[src/rtl/ps2_packet_ctrl.sv]
// PS/2 mouse packet controller: aligns the received byte stream into 3-byte
// packets, abandons stalled partials on timeout and buffers packets in a FIFO.
module ps2_packet_ctrl #(
  parameter int unsigned TIMEOUT_CYCLES = 255,
  parameter int unsigned DEPTH          = 2
) (
  input  logic        clk,
  input  logic        resetn,
  input  logic        in_valid,
  input  logic [7:0]  in_byte,
  output logic        pkt_valid,
  input  logic        pkt_ready,
  output logic [23:0] pkt_data,
  output logic        overflow,
  input  logic        clr_overflow,
  output logic        resync,
  output logic [15:0] pkt_count
);

  localparam int unsigned ADDR_W = (DEPTH > 1) ? $clog2(DEPTH) : 1;
  localparam int unsigned CNT_W  = ADDR_W + 1;

  localparam logic [CNT_W-1:0] FULL_CNT  = CNT_W'(DEPTH);
  localparam logic [CNT_W-1:0] PTR_ONE   = CNT_W'(1);
  localparam logic [15:0]      TO_LIMIT  = 16'(TIMEOUT_CYCLES);

  typedef enum logic [1:0] {
    SEEK = 2'd0,
    GOT1 = 2'd1,
    GOT2 = 2'd2
  } state_t;

  state_t            r_state;
  logic [7:0]        r_b1;
  logic [7:0]        r_b2;
  logic [15:0]       r_idle;
  logic              r_resync;

  logic [CNT_W-1:0]  r_wr_ptr;
  logic [CNT_W-1:0]  r_rd_ptr;
  logic [23:0]       r_mem [DEPTH];
  logic              r_overflow;
  logic [15:0]       r_pkt_count;

  logic [15:0]       w_idle_inc;
  logic              w_timeout;
  logic              w_push_try;
  logic              w_push_ok;
  logic              w_drop;
  logic              w_pop;
  logic              w_full;
  logic              w_valid;
  logic [CNT_W-1:0]  w_occupancy;
  logic [23:0]       w_pkt;

  assign w_idle_inc = r_idle + 16'd1;
  assign w_timeout  = !in_valid && (w_idle_inc == TO_LIMIT);

  // Packet assembly and inter-byte timeout. A byte arriving on the would-be
  // timeout cycle is taken, because the in_valid branches are tested first.
  always_ff @(posedge clk or negedge resetn) begin
    if (!resetn) begin
      // NOTE: every register that holds state is written with <= so all of
      // them update together from values sampled before the edge.
      r_state  <= SEEK;
      r_b1     <= 8'd0;
      r_b2     <= 8'd0;
      r_idle   <= 16'd0;
      r_resync <= 1'b0;
    end else begin
      r_resync <= 1'b0;
      case (r_state)
        SEEK: begin
          r_idle <= 16'd0;
          if (in_valid && in_byte[3]) begin
            r_b1    <= in_byte;
            r_state <= GOT1;
          end
        end
        GOT1: begin
          if (in_valid) begin
            r_b2    <= in_byte;
            r_idle  <= 16'd0;
            r_state <= GOT2;
          end else if (w_timeout) begin
            r_idle   <= 16'd0;
            r_resync <= 1'b1;
            r_state  <= SEEK;
          end else begin
            r_idle <= w_idle_inc;
          end
        end
        GOT2: begin
          if (in_valid) begin
            r_idle  <= 16'd0;
            r_state <= SEEK;
          end else if (w_timeout) begin
            r_idle   <= 16'd0;
            r_resync <= 1'b1;
            r_state  <= SEEK;
          end else begin
            r_idle <= w_idle_inc;
          end
        end
        default: begin
          r_idle  <= 16'd0;
          r_state <= SEEK;
        end
      endcase
    end
  end

  assign w_pkt       = {r_b1, r_b2, in_byte};
  assign w_occupancy = r_wr_ptr - r_rd_ptr;
  assign w_full      = (w_occupancy == FULL_CNT);
  assign w_valid     = (w_occupancy != '0);
  assign w_pop       = w_valid && pkt_ready;
  assign w_push_try  = (r_state == GOT2) && in_valid;
  // A full FIFO still accepts the packet when the head leaves on the same edge.
  assign w_push_ok   = w_push_try && (!w_full || w_pop);
  assign w_drop      = w_push_try && !w_push_ok;

  always_ff @(posedge clk or negedge resetn) begin
    if (!resetn) begin
      r_wr_ptr    <= '0;
      r_rd_ptr    <= '0;
      r_overflow  <= 1'b0;
      r_pkt_count <= 16'd0;
    end else begin
      if (w_push_ok) begin
        r_wr_ptr    <= r_wr_ptr + PTR_ONE;
        r_pkt_count <= r_pkt_count + 16'd1;
      end
      if (w_pop) begin
        r_rd_ptr <= r_rd_ptr + PTR_ONE;
      end
      if (w_drop) begin
        r_overflow <= 1'b1;
      end else if (clr_overflow) begin
        r_overflow <= 1'b0;
      end
    end
  end

  // NOTE: packet storage has no reset; the output mux below forces pkt_data to
  // zero whenever the FIFO is empty, so stale entries are never observable.
  always_ff @(posedge clk) begin
    if (w_push_ok) begin
      r_mem[r_wr_ptr[ADDR_W-1:0]] <= w_pkt;
    end
  end

  assign pkt_valid = w_valid;
  assign pkt_data  = w_valid ? r_mem[r_rd_ptr[ADDR_W-1:0]] : 24'd0;
  assign overflow  = r_overflow;
  assign resync    = r_resync;
  assign pkt_count = r_pkt_count;

endmodule

[config.mk]
export PLATFORM = sky130hd
export DESIGN_NAME = ps2_packet_ctrl
export DESIGN_NICKNAME = d
export VERILOG_FILES = /design/src/rtl/ps2_packet_ctrl.sv
export SDC_FILE = /design/constraint.sdc
export NUM_CORES = 1
export LEC_CHECK = 0
export CAP_MARGIN = 20
export CORE_AREA = 2 2 127 129
export DETAILED_ROUTE_END_ITERATION = 6
export DIE_AREA = 0 0 129 131
export PLACE_DENSITY = 0.48
export SYNTH_ARGS = -nofsm -noshare
export SYNTH_HDL_FRONTEND = slang
export SYNTH_SLANG_ARGS = --single-unit
[constraint.sdc]
create_clock -name clk -period 2.3 [get_ports clk]
set_input_delay 0.23 -clock clk [delete_from_list [all_inputs] [get_ports clk]]
set_output_delay 0.23 -clock clk [all_outputs]
set_load 0.1 [all_outputs]
# --- After elaboration in Yosys (flattened, before gate mapping) ---
# Memory sizes are Yosys's and may differ from the RTL's.
# Index checks and enable logic that the tools add are counted.
word_totals:
  ff_bits: 56
  ramBits: 48
  out_inout_bits: 43
  wordCells: 52
  memories: 1
op_classes:
  n_addsub: 5
  n_eq_ne: 5
  muxes: 16
  reduce_logical: 16
memory_table:
  columns: ["name", "depth", "width", "rd", "rd_clocked_by_memory_dff", "wr", "line", "rtl"]
  rows:
  - ["r_mem", 2, 24, 1, 0, 1, "41", "logic [23:0] r_mem [DEPTH];"]
ops:
  columns: ["cell", "n"]
  rows:
  - ["$mux 16", 3]
  - ["$add 16x1->16 const B", 2]
  - ["$mux 24", 1]
  - ["$eq 16x8->1 const B", 1]
  - ["$mux 2", 4]
  - ["$mux 1", 7]
  - ["$logic_and 1x1->1", 6]
  - ["$pmux 2 s3", 1]
  - ["$add 2x1->2 const B", 2]
  - ["$eq 2x2->1 const B", 2]
  - ["$reduce_and 2->1", 2]
  - ["$reduce_bool 2->1", 2]
  - ["$logic_not 1->1", 3]
  - ["$eq 2x1->1 const B", 1]
  - ["$logic_not 2->1", 1]
  - ["$ne 2x2->1 const B", 1]
  - ["$reduce_or 2->1", 1]
  - ["$sub 2x2->2", 1]
  - ["$logic_or 1x1->1", 1]

# --- Depth between registers and ports, before layout ---
logic_depth:
  ltp_word: 8
  mapped_depth: 8
  mapped_depth_nobuf: 7

# --- Least setup slack after synthesis ---
# No wires, ideal clock.
synth_path:
  kind: "register -> output"
  from: "reg r_rd_ptr[0]"
  to: "out pkt_data[10]"
  arrival_time_ns: 2.524
  required_time_ns: 2.070
  setup_slack_ns: -0.454
  path_stages_with_launch: 8
  n_path_buf: 3
  path_cell_list: "dfrtp_1 -> buf_4 -> xor2_1 -> inv_1 -> and2_1 -> clkbuf_1 -> clkbuf_1 -> nor2_1"
synth_via:
  elab_chain_len: 3
  word_cells_on_any_way: 4
synth_rtl:
  columns: ["element", "line", "rtl"]
  rows:
  - ["start, declared", "40", "logic [CNT_W-1:0] r_rd_ptr;"]
  - ["start signal, assigned", "135", "r_rd_ptr <= r_rd_ptr + PTR_ONE;"]
  - ["$sub 2x2->2", "114", "assign w_occupancy = r_wr_ptr - r_rd_ptr;"]
  - ["$reduce_bool 2->1", "116", "assign w_valid = (w_occupancy != '0);"]
  - ["$mux 24 *", "154", "assign pkt_data = w_valid ? r_mem[r_rd_ptr[ADDR_W-1:0]] : 24'd0;"]
  - ["end, declared", "13", "output logic [23:0] pkt_data,"]
# Every way passes the cells marked *; elsewhere a longest branch is shown, timed or not.

# --- Worst setup path after layout ---
layout_path:
  from: "reg r_wr_ptr[0]"
  to: "out pkt_data[2]"
layout_via:
  elab_chain_len: 3
layout_rtl:
  columns: ["element", "line", "rtl"]
  rows:
  - ["start, declared", "39", "logic [CNT_W-1:0] r_wr_ptr;"]
  - ["start signal, assigned", "131", "r_wr_ptr <= r_wr_ptr + PTR_ONE;"]
  - ["$sub 2x2->2", "114", null]
  - ["$reduce_bool 2->1", "116", null]
  - ["$mux 24", "154", null]
# No other way between the ends.

==> flow_summary.ini <==
[status]
status = completed

[route]
drtIter0Drc = 155
wl_per_cell_um = 14.0
routed_wl_mm = 8.79
antenna_left = 0
vias = 2763
firstDrtPassIters = 4
drcViolationCount = 0
viasPerCell = 4.40

[die]
start_util_pct = 29.1
die_h_um = 131
pin_count = 56
die_w_um = 129
die_area_sq_um = 16900
rows = 46
core_area_sq_um = 15600

[clock_network]
htree_levels = 3
cts.sinks = 104
cts_root_buffer = clkbuf_16
clock_latency_ps = 350
cts.path.max_buffers = 2
cts_tree = yes
path_clk_slew_ps = 70
cts_buffers = 9

[grt]
first_global_vias = 2778
grt_start_max_net_pins = 57
grt_pass1_wl_mm = 14.5
grtUsageTotal_pct = 11.2
grt_overflow = 0
antenna_found_initial = 0

[place]
portBuffers = 55
dp_hpwl_mm = 5.84
place.gp.congestion = 0.714

[critical_path]
crit_start = r_wr_ptr[0]
cp-start-kind = flip-flop
end_kind = output port
setup.worst_path.class = flip-flop to output port
required_ps = 2070
reg2reg_slack_ps = 180
reg2regPathDepth = 7
cp.arrival_ps = 1920
crit_fanout = 25
r2r_start = r_idle[0]

[cells_and_area]
layout-drive-gt1-share_pct = 31.3
layout_common_cells = dfrtp_1, edfxtp_1, buf_4
fin_nets = 428
antenna_cells = 0
post-route-util_pct = 38.8
area.growth.synth_to_final_pct = 33.2
final_common_cell = dfrtp_1
multi_input_area_sq_um = 1720
final-seq-area_sq_um = 2840
final.fill_count = 1503

[synthesis]
avgSynthCellArea_sq_um = 13.4
syn-num-nets = 359
ys_seq_area_share_pct = 62.5
ys_warn_count = 0
synth_seq_cells = 104
yosysUniqueCellTypes = 40
netlist_area_sq_um = 4550
syn_inst = 339

[sta]
min_period_over_period_pct = 93.4
rsz0062_at_grt = false
drv_slew = 0
finClkSkew_ps = 6.41
hold_viol_final = 0
max_freq_ghz = 0.466
final.setup.tns_ps = 0
max_slew_margin_pct = 64.6
worst_pin_slew_ps = 531
fin_crit_ps = 2150
setup_viol = 0

[flow_run]
maxCapViolCount = 0

[hold_path]
hp-class = input pin to async pin
[flip-flops by register name, summed over array words and instances (netlist names), 2 cells and up]
| name | cells |
|---|---|
| r_wr_ptr | 2 |
| pkt_count | 16 |
| r_state | 2 |
| r_b2 | 8 |
| r_rd_ptr | 2 |
| r_idle | 16 |
| r_mem | 48 |
| r_b1 | 8 |
[kinds of logic (layout without fill, tap and decap cells)]
logic type               after synthesis  after routing  share of synthesized area [%]
AO/OA/AOI/OAI                         14             14                           3.14
XOR/XNOR                              37             37                           7.13
adder cells (fa/ha/maj)                7              7                           1.93
buffers and inverters                 20             93                           2.48
flip-flops                           104            104                           62.5
multiplexers                          39             39                           9.00
AND/OR/NAND/NOR                      118            118                           13.8
[timing repair]
item	in CTS	in global routing
hold buffers	1	0
gates resized for setup	2	5
pin swaps	1	2
setup buffers	0	3
endpoints found under the hold margin	56	0
endpoints found under the setup margin	25	15
[worst max-delay path: stages (launching register included)]
cell and delay [ps]:
dfrtp_1 430, xor2_1 210, inv_1 70, and2_4 480, nor2_1 160, buf_12 200
[final timing paths]
check | endpoint
worst max-delay path | pkt_data[2]
worst min-delay path | pkt_count[8]
worst max register to register | r_idle[7]
worst min register to register | r_mem[0][16]
max in group asynchronous | r_idle[6]
min in group clk | r_mem[0][16]
[per-stage QoR]
| stage | hold WS (ps) | cells | worst slack [ps] | cell area [sq um] |
|---|---|---|---|---|
| global placement | 262 | 609 | 63.6 | 5690 |
| global route | 441 | 628 | 24.2 | 6050 |
| CTS | 409 | 625 | 41.3 | 6000 |
| floorplan | -65.6 | 339 | -243 | 4650 |
| finish | 408 | 628 | 152 | 6050 |
| detailed placement | 259 | 609 | 5.38 | 5690 |
[cells in the mapped netlist, drive strengths merged]
cell     instances  area, sq um
or3b             1         8.76
o211ai           2         28.8
edfxtp          48         1440
o31ai            2         33.8
nor2b            2         12.5
o21ai            2         10.0
and3             4         25.0
dfrtp           56         1400
nor2            49          186
or3              1         6.26
nand2b           2         12.5
a31oi            2         12.5
or4              1         7.51
xor2            14          123
xnor2           23          201
a21oi            2         10.0
and4             1         8.76
ha               7         87.6
mux2            15          169
nand3b           1         20.0
nand4            7         73.8
o311a            1         10.0
nor4             4         50.1
nand2           18         67.6
inv              9         33.8
a32o             1         10.0
and2             2         12.5
mux2i           24          240
nor3            10         60.1
buf              2         15.0
clkbuf           9         63.8
o2111ai          1         15.0
a211oi           1         12.5
nand3           15         75.1
[routing by layer]
layer	track usage [%]	part of all wire, %	wire, um
met1	14.4	47	4120
met2	18.0	47	4110
met3	4.15	5.1	447
met4	3.07	1.2	106
met5	0	0	0
[cell type report]
class	count	share of cell area (%)
clock buffers	9	3.72
clock inverters	6	1.22
inverters	9	0.558
multi-input cells	215	28.5
flip-flops and latches	104	47.0
well taps	216	4.46
repair buffers	69	14.6
Power is left out: the tool's default activity adds up to more than one toggle a clock period on the data nets, which glitch-free logic cannot reach.
==> patch 1, RTL diff (same flow settings) <==
Change the parameter `DEPTH` from 2 to 1.
--- a/src/rtl/ps2_packet_ctrl.sv
+++ b/src/rtl/ps2_packet_ctrl.sv
@@ -3,5 +3,5 @@
 module ps2_packet_ctrl #(
   parameter int unsigned TIMEOUT_CYCLES = 255,
-  parameter int unsigned DEPTH          = 2
+  parameter int unsigned DEPTH          = 1
 ) (
   input  logic        clk,
Function: changed (a bounded check fails within 10 cycles, from zero or initial values and one cycle with resetn low).
==> patch 1 against the original RTL <==
Wire length decreased by 20%; synthesized area down 21%; sequential cell count is 24 lower; critical path depth is 1 higher; critical endpoint is now r_idle[4]$_DFF_PN0_; sequential share of layout area decreased by 3.5 points; register-to-register slack improved by 50 ps; cell area decreased by 19%; setup slack improved by 74 ps.
Power is left out: the tool's default activity adds up to more than one toggle a clock period on the data nets, which glitch-free logic cannot reach.
==> patch 1: results (changes against the original RTL) <==
stage;metric;value;unit;change
logic_synthesis;async_flop_share;0.700;;+0.162
final_layout;buffer_area_frac;0.160;;+0.0139
critical_path;cpPeakStageDelay;450;ps;-30 ps
clocking;clock_latency;330;ps;-20 ps
final_layout;clk_share;0.0599;;+0.0105
grt;grtUsageTotal;0.0921;;-0.0203
floorplanning;tap_cells;216;;unchanged
timing;slew_headroom;0.508;;-0.138
critical_path;crit_slowest_cell;nor4_2;;
detailed_routing;drt_iter0_drc;115;;-26%
clocking;root_buffer;clkbuf_16;;
final_layout;filler_cell_count;1568;;+4.3%
final_layout;largest_reg_flops;24;;-50%
final_layout;inverters;6;;-3
clocking;ctsResizeCount;0;;-2
placement;place_area;0.00459;mm^2;-19%
final_layout;multi_input_area_share;0.286;;+0.00127
placement;dp_cells;551;;-9.5%
logic_synthesis;syn-num-nets;305;;-15%
grt;grt_pass1_wl;12.0;mm;-17%
placement;dpl.hpwl;4.83;mm;-17%
grt;grt_max_degree;57;;unchanged
critical_path;cp_data_arrival_time;2310;ps;+390 ps
logic_synthesis;avgSynthCellArea;12.6;um^2;-6.1%
final_layout;drive_gt1_frac;0.280;;-0.0331
logic_synthesis;synth_top_cells_by_count;dfrtp_1, and2_1, xnor2_1, edfxtp_1, nand2_1;;
logic_synthesis;ys_types;38;;-5.0%
final_layout;fin_nets;367;;-14%
status;outcome;completed;;
logic_synthesis;synth-seq-area-share;0.594;;-0.0317
final_layout;multi_input_gates;190;;-12%
critical_path;crit_path_max_fanout;9;;-64%
logic_synthesis;synth_seq_cells;80;;-23%
critical_path;r2r_cells;6;;-1
grt;grt_pass1_vias;2334;;-16%
clocking;clkTransAtPathRegs;60;ps;
logic_synthesis;synth-edff-count;24;;-50%
detailed_routing;vias;2236;;-19%
logic_synthesis;synth_area_leader_cell;dfrtp_1;;
detailed_routing;wl_per_cell;12.4;um;-12%
worst_hold_path;min_path_type;input port to async pin;;
logic_synthesis;ys_top_cells_by_area;dfrtp_1, edfxtp_1, xnor2_1, mux2_2, and2_1;;
timing;clock_skew;4.71;ps;-1.70 ps
grt;grt_antenna_before_repair;0;;unchanged
detailed_routing;vias_per_cell;3.95;;-10%
critical_path;crit_family;simple AND/OR/NAND/NOR gates;;
final_layout;clock_buffers;9;;unchanged
final_layout;sh_seq_area;0.434;;-0.0354
clocking;cts_setup_buffers;0;;unchanged
final_layout;fin_area;0.00489;mm^2;-19%
placement;gp_congestion;0.751;;+5.1%
final_layout;num-nonclk-buffers;59;;-14%
placement;dp_slack;196;ps;+191 ps
==> patch 1: cell types whose count changed in the layout (fill, tap and decap cells not counted), moves of 8 or more <==
cell,change
nor2_2,-11
nand3_1,-8
nor2_1,-9
and2_2,+9
nor2_4,-10
edfxtp_1,-24
mux2i_1,-23
a211oi_1,+8
and2_1,+15
==> patch 1: cells by family after synthesis <==
kind of cell | share of synthesized area
adder cells (fa/ha/maj) | 0.0280
flip-flops | 0.594
AO/OA/AOI/OAI | 0.0406
buffers and inverters | 0.0196
multiplexers | 0.0560
AND/OR/NAND/NOR | 0.165
XOR/XNOR | 0.0973
==> patch 1: final timing paths <==
kind / to / from / slack [ps]
worst max-delay path: r_idle[4]$_DFF_PN0_ / r_idle[0]$_DFF_PN0_ / 230
worst min-delay path: pkt_count[5]$_DFFE_PN0P_ / resetn / 30
worst max register to register: r_idle[4]$_DFF_PN0_ / r_idle[0]$_DFF_PN0_ / 230
worst min register to register: r_mem[0][8]$_DFFE_PP_ / r_b2[0]$_DFFE_PN0P_ / 440
max in group asynchronous: r_b2[2]$_DFFE_PN0P_ / resetn / 1760
min in group clk: r_mem[0][8]$_DFFE_PP_ / r_b2[0]$_DFFE_PN0P_ / 440
==> patch 1: metal layers <==
metal | vias up | global-route usage | part of all wire
met5 | - | 0 | 0
met4 | 0 | 0.0364 | 0.015
met3 | 11 | 0.0281 | 0.038
met2 | 41 | 0.151 | 0.49
met1 | 1075 | 0.114 | 0.46
li1 | 1109 | - | -
==> patch 1: worst register-to-register path, cell delays in order, from the launching register on <==
cell	delay, ps
dfrtp_1	410
ha_1	200
nand3_1	210
nor4_2	450
mux2i_2	330
nor2_2	150
a211oi_1	230
==> patch 2, RTL diff (same flow settings) <==
Without the edit above. Make the reset (`resetn`) synchronous in 2 clocked blocks.
--- a/src/rtl/ps2_packet_ctrl.sv
+++ b/src/rtl/ps2_packet_ctrl.sv
@@ -59,5 +59,5 @@
   // Packet assembly and inter-byte timeout. A byte arriving on the would-be
   // timeout cycle is taken, because the in_valid branches are tested first.
-  always_ff @(posedge clk or negedge resetn) begin
+  always_ff @(posedge clk) begin
     if (!resetn) begin
       // NOTE: every register that holds state is written with <= so all of
@@ -121,5 +121,5 @@
   assign w_drop      = w_push_try && !w_push_ok;
 
-  always_ff @(posedge clk or negedge resetn) begin
+  always_ff @(posedge clk) begin
     if (!resetn) begin
       r_wr_ptr    <= '0;
Formal check against the unedited RTL: differs if resetn is asserted again (counterexample within 4 cycles, from zero or initial values and one cycle with resetn low); with resetn held inactive, the same outputs for 10 cycles.
==> patch 2 against the original RTL <==
First-iteration DRC count is 3.9% lower; critical path depth is 1 higher; sequential cell count is 1 higher; via count is 10% higher; synthesized cell count is 20% higher; non-clock buffer count is 4 lower; clock skew is 0.60 ps lower; cell area is 2.7% lower; sequential share of layout area is 3.1 points lower; wire length is 4.5% higher; synthesized area is 0.83% lower; setup slack better by 91 ps; critical path type is now flip-flop to flip-flop.
==> patch 2: results (changes against the original RTL) <==
stage;metric;value;unit;change
status;outcome;completed;;
clocking;htreeDepth;3;;unchanged
critical_path;crit_slowest_cell;dfxtp_1;;
placement;gp_congestion;0.828;;+16%
logic_synthesis;ys_types;49;;+23%
clocking;root_buffer;clkbuf_16;;
logic_synthesis;syn-num-nets;427;;+19%
logic_synthesis;async_flop_share;0;;-0.538
timing;slew_headroom;0.708;;+0.0619
timing;clock_skew;5.81;ps;-0.599 ps
critical_path;crit_path_max_fanout;10;;-60%
critical_path;cpPeakStageDelay;420;ps;-60 ps
final_layout;fin_nets;487;;+14%
grt;met1_usage;0.149;;+0.00472
grt;grtUsageTotal;0.118;;+0.00588
critical_path;crit_family;compound AO/OA/AOI/OAI gates;;
final_layout;filler_cell_count;1551;;+3.2%
grt;grt_pass1_vias;3011;;+8.4%
clocking;cts_setup_buffers;0;;unchanged
pwr;powerDensity;646;mW/mm^2;
placement;dp_slack;182;ps;+177 ps
grt;grt_util_met3;0.0269;;-0.0147
grt;grt_pass1_wl;15.4;mm;+6.4%
placement;place_area;0.00562;mm^2;-1.3%
logic_synthesis;yosys_warnings;0;;unchanged
logic_synthesis;ys_top_cells_by_area;edfxtp_1, dfxtp_1, mux2i_1, nor2_1, xnor2_1;;
placement;dp_cells;672;;+10%
grt;gr-usage-met2;0.193;;+0.0128
critical_path;cp_data_arrival_time;2320;ps;+400 ps
final_layout;drive_gt1_frac;0.208;;-0.105
critical_path;r2r_cells;6;;-1
logic_synthesis;synth_top_cells_by_count;dfxtp_1, nor2_1, edfxtp_1, mux2i_1, nand2_1;;
logic_synthesis;synth-seq-area-share;0.573;;-0.0525
grt;grt_max_degree;43;;-25%
detailed_routing;drt_iter0_drc;149;;-3.9%
worst_hold_path;hold_depth;0;;
placement;dpl.hpwl;6.26;mm;+7.2%
detailed_routing;finalWirelength;9.19;mm;+4.5%
logic_synthesis;avgSynthCellArea;11.1;um^2;-17%
clocking;cts_buffers;9;;unchanged
logic_synthesis;synthFlopType;dfxtp_1;;
placement;io_buffers;55;;unchanged
final_layout;layout.cells.non_filler;687;;+9.4%
worst_hold_path;min_path_type;flip-flop to flip-flop;;
pwr;power.switching;0.924;mW;
detailed_routing;vias_per_cell;4.42;;+0.54%
pwr;p_leak;2.02;nW;
[patch 2: cell count changes in the layout (fill, tap and decap cells not counted), moves of 9 or more]
| cell | change |
|---|---|
| nand2_1 | +14 |
| dfxtp_1 | +57 |
| a21boi_0 | +9 |
| mux2_2 | -14 |
| dfrtp_1 | -55 |
| and2_1 | +15 |
| nor2b_1 | +12 |
| nor2_4 | -10 |
[patch 2: final cells by class]
class | count | area (um^2) | area share
clock inverters | 3 | 17.5 | 0.00297
well taps | 216 | 270 | 0.0459
flip-flops and latches | 105 | 2580 | 0.438
multi-input cells | 275 | 1880 | 0.318
repair buffers | 65 | 856 | 0.145
clock buffers | 12 | 246 | 0.0419
inverters | 11 | 41.3 | 0.00701
[patch 2: kinds of logic (layout without fill, tap and decap cells)]
kind of cell	count (synthesis)	in the layout	synth area share
AO/OA/AOI/OAI	41	41	0.0630
XOR/XNOR	28	28	0.0544
adder cells (fa/ha/maj)	7	7	0.0194
buffers and inverters	27	91	0.0250
flip-flops	105	105	0.573
multiplexers	34	34	0.0769
AND/OR/NAND/NOR	165	165	0.188
[patch 2: per-layer routing]
layer,wire [um],vias to the layer above
met3,369,14
met2,4430,53
met5,0,-
met1,4200,1435
met4,195,0
li1,-,1537
[patch 2: path summary, 6_finish.rpt]
check                                                to            startpoint  slack (ps)
worst min register to register   r_mem[1][18]$_DFFE_PP_  r_b1[2]$_SDFFE_PN0P_         450
worst min-delay path             r_mem[1][18]$_DFFE_PP_  r_b1[2]$_SDFFE_PN0P_         450
worst max register to register  r_state[1]$_SDFFE_PN0P_  r_idle[0]$_SDFF_PP0_         240
worst max-delay path            r_state[1]$_SDFFE_PN0P_  r_idle[0]$_SDFF_PP0_         240
[patch 2: what timing repair did]
item	CTS	global route
hold endpoints to repair	0	0
setup endpoints to repair	0	9
resized for setup	0	1
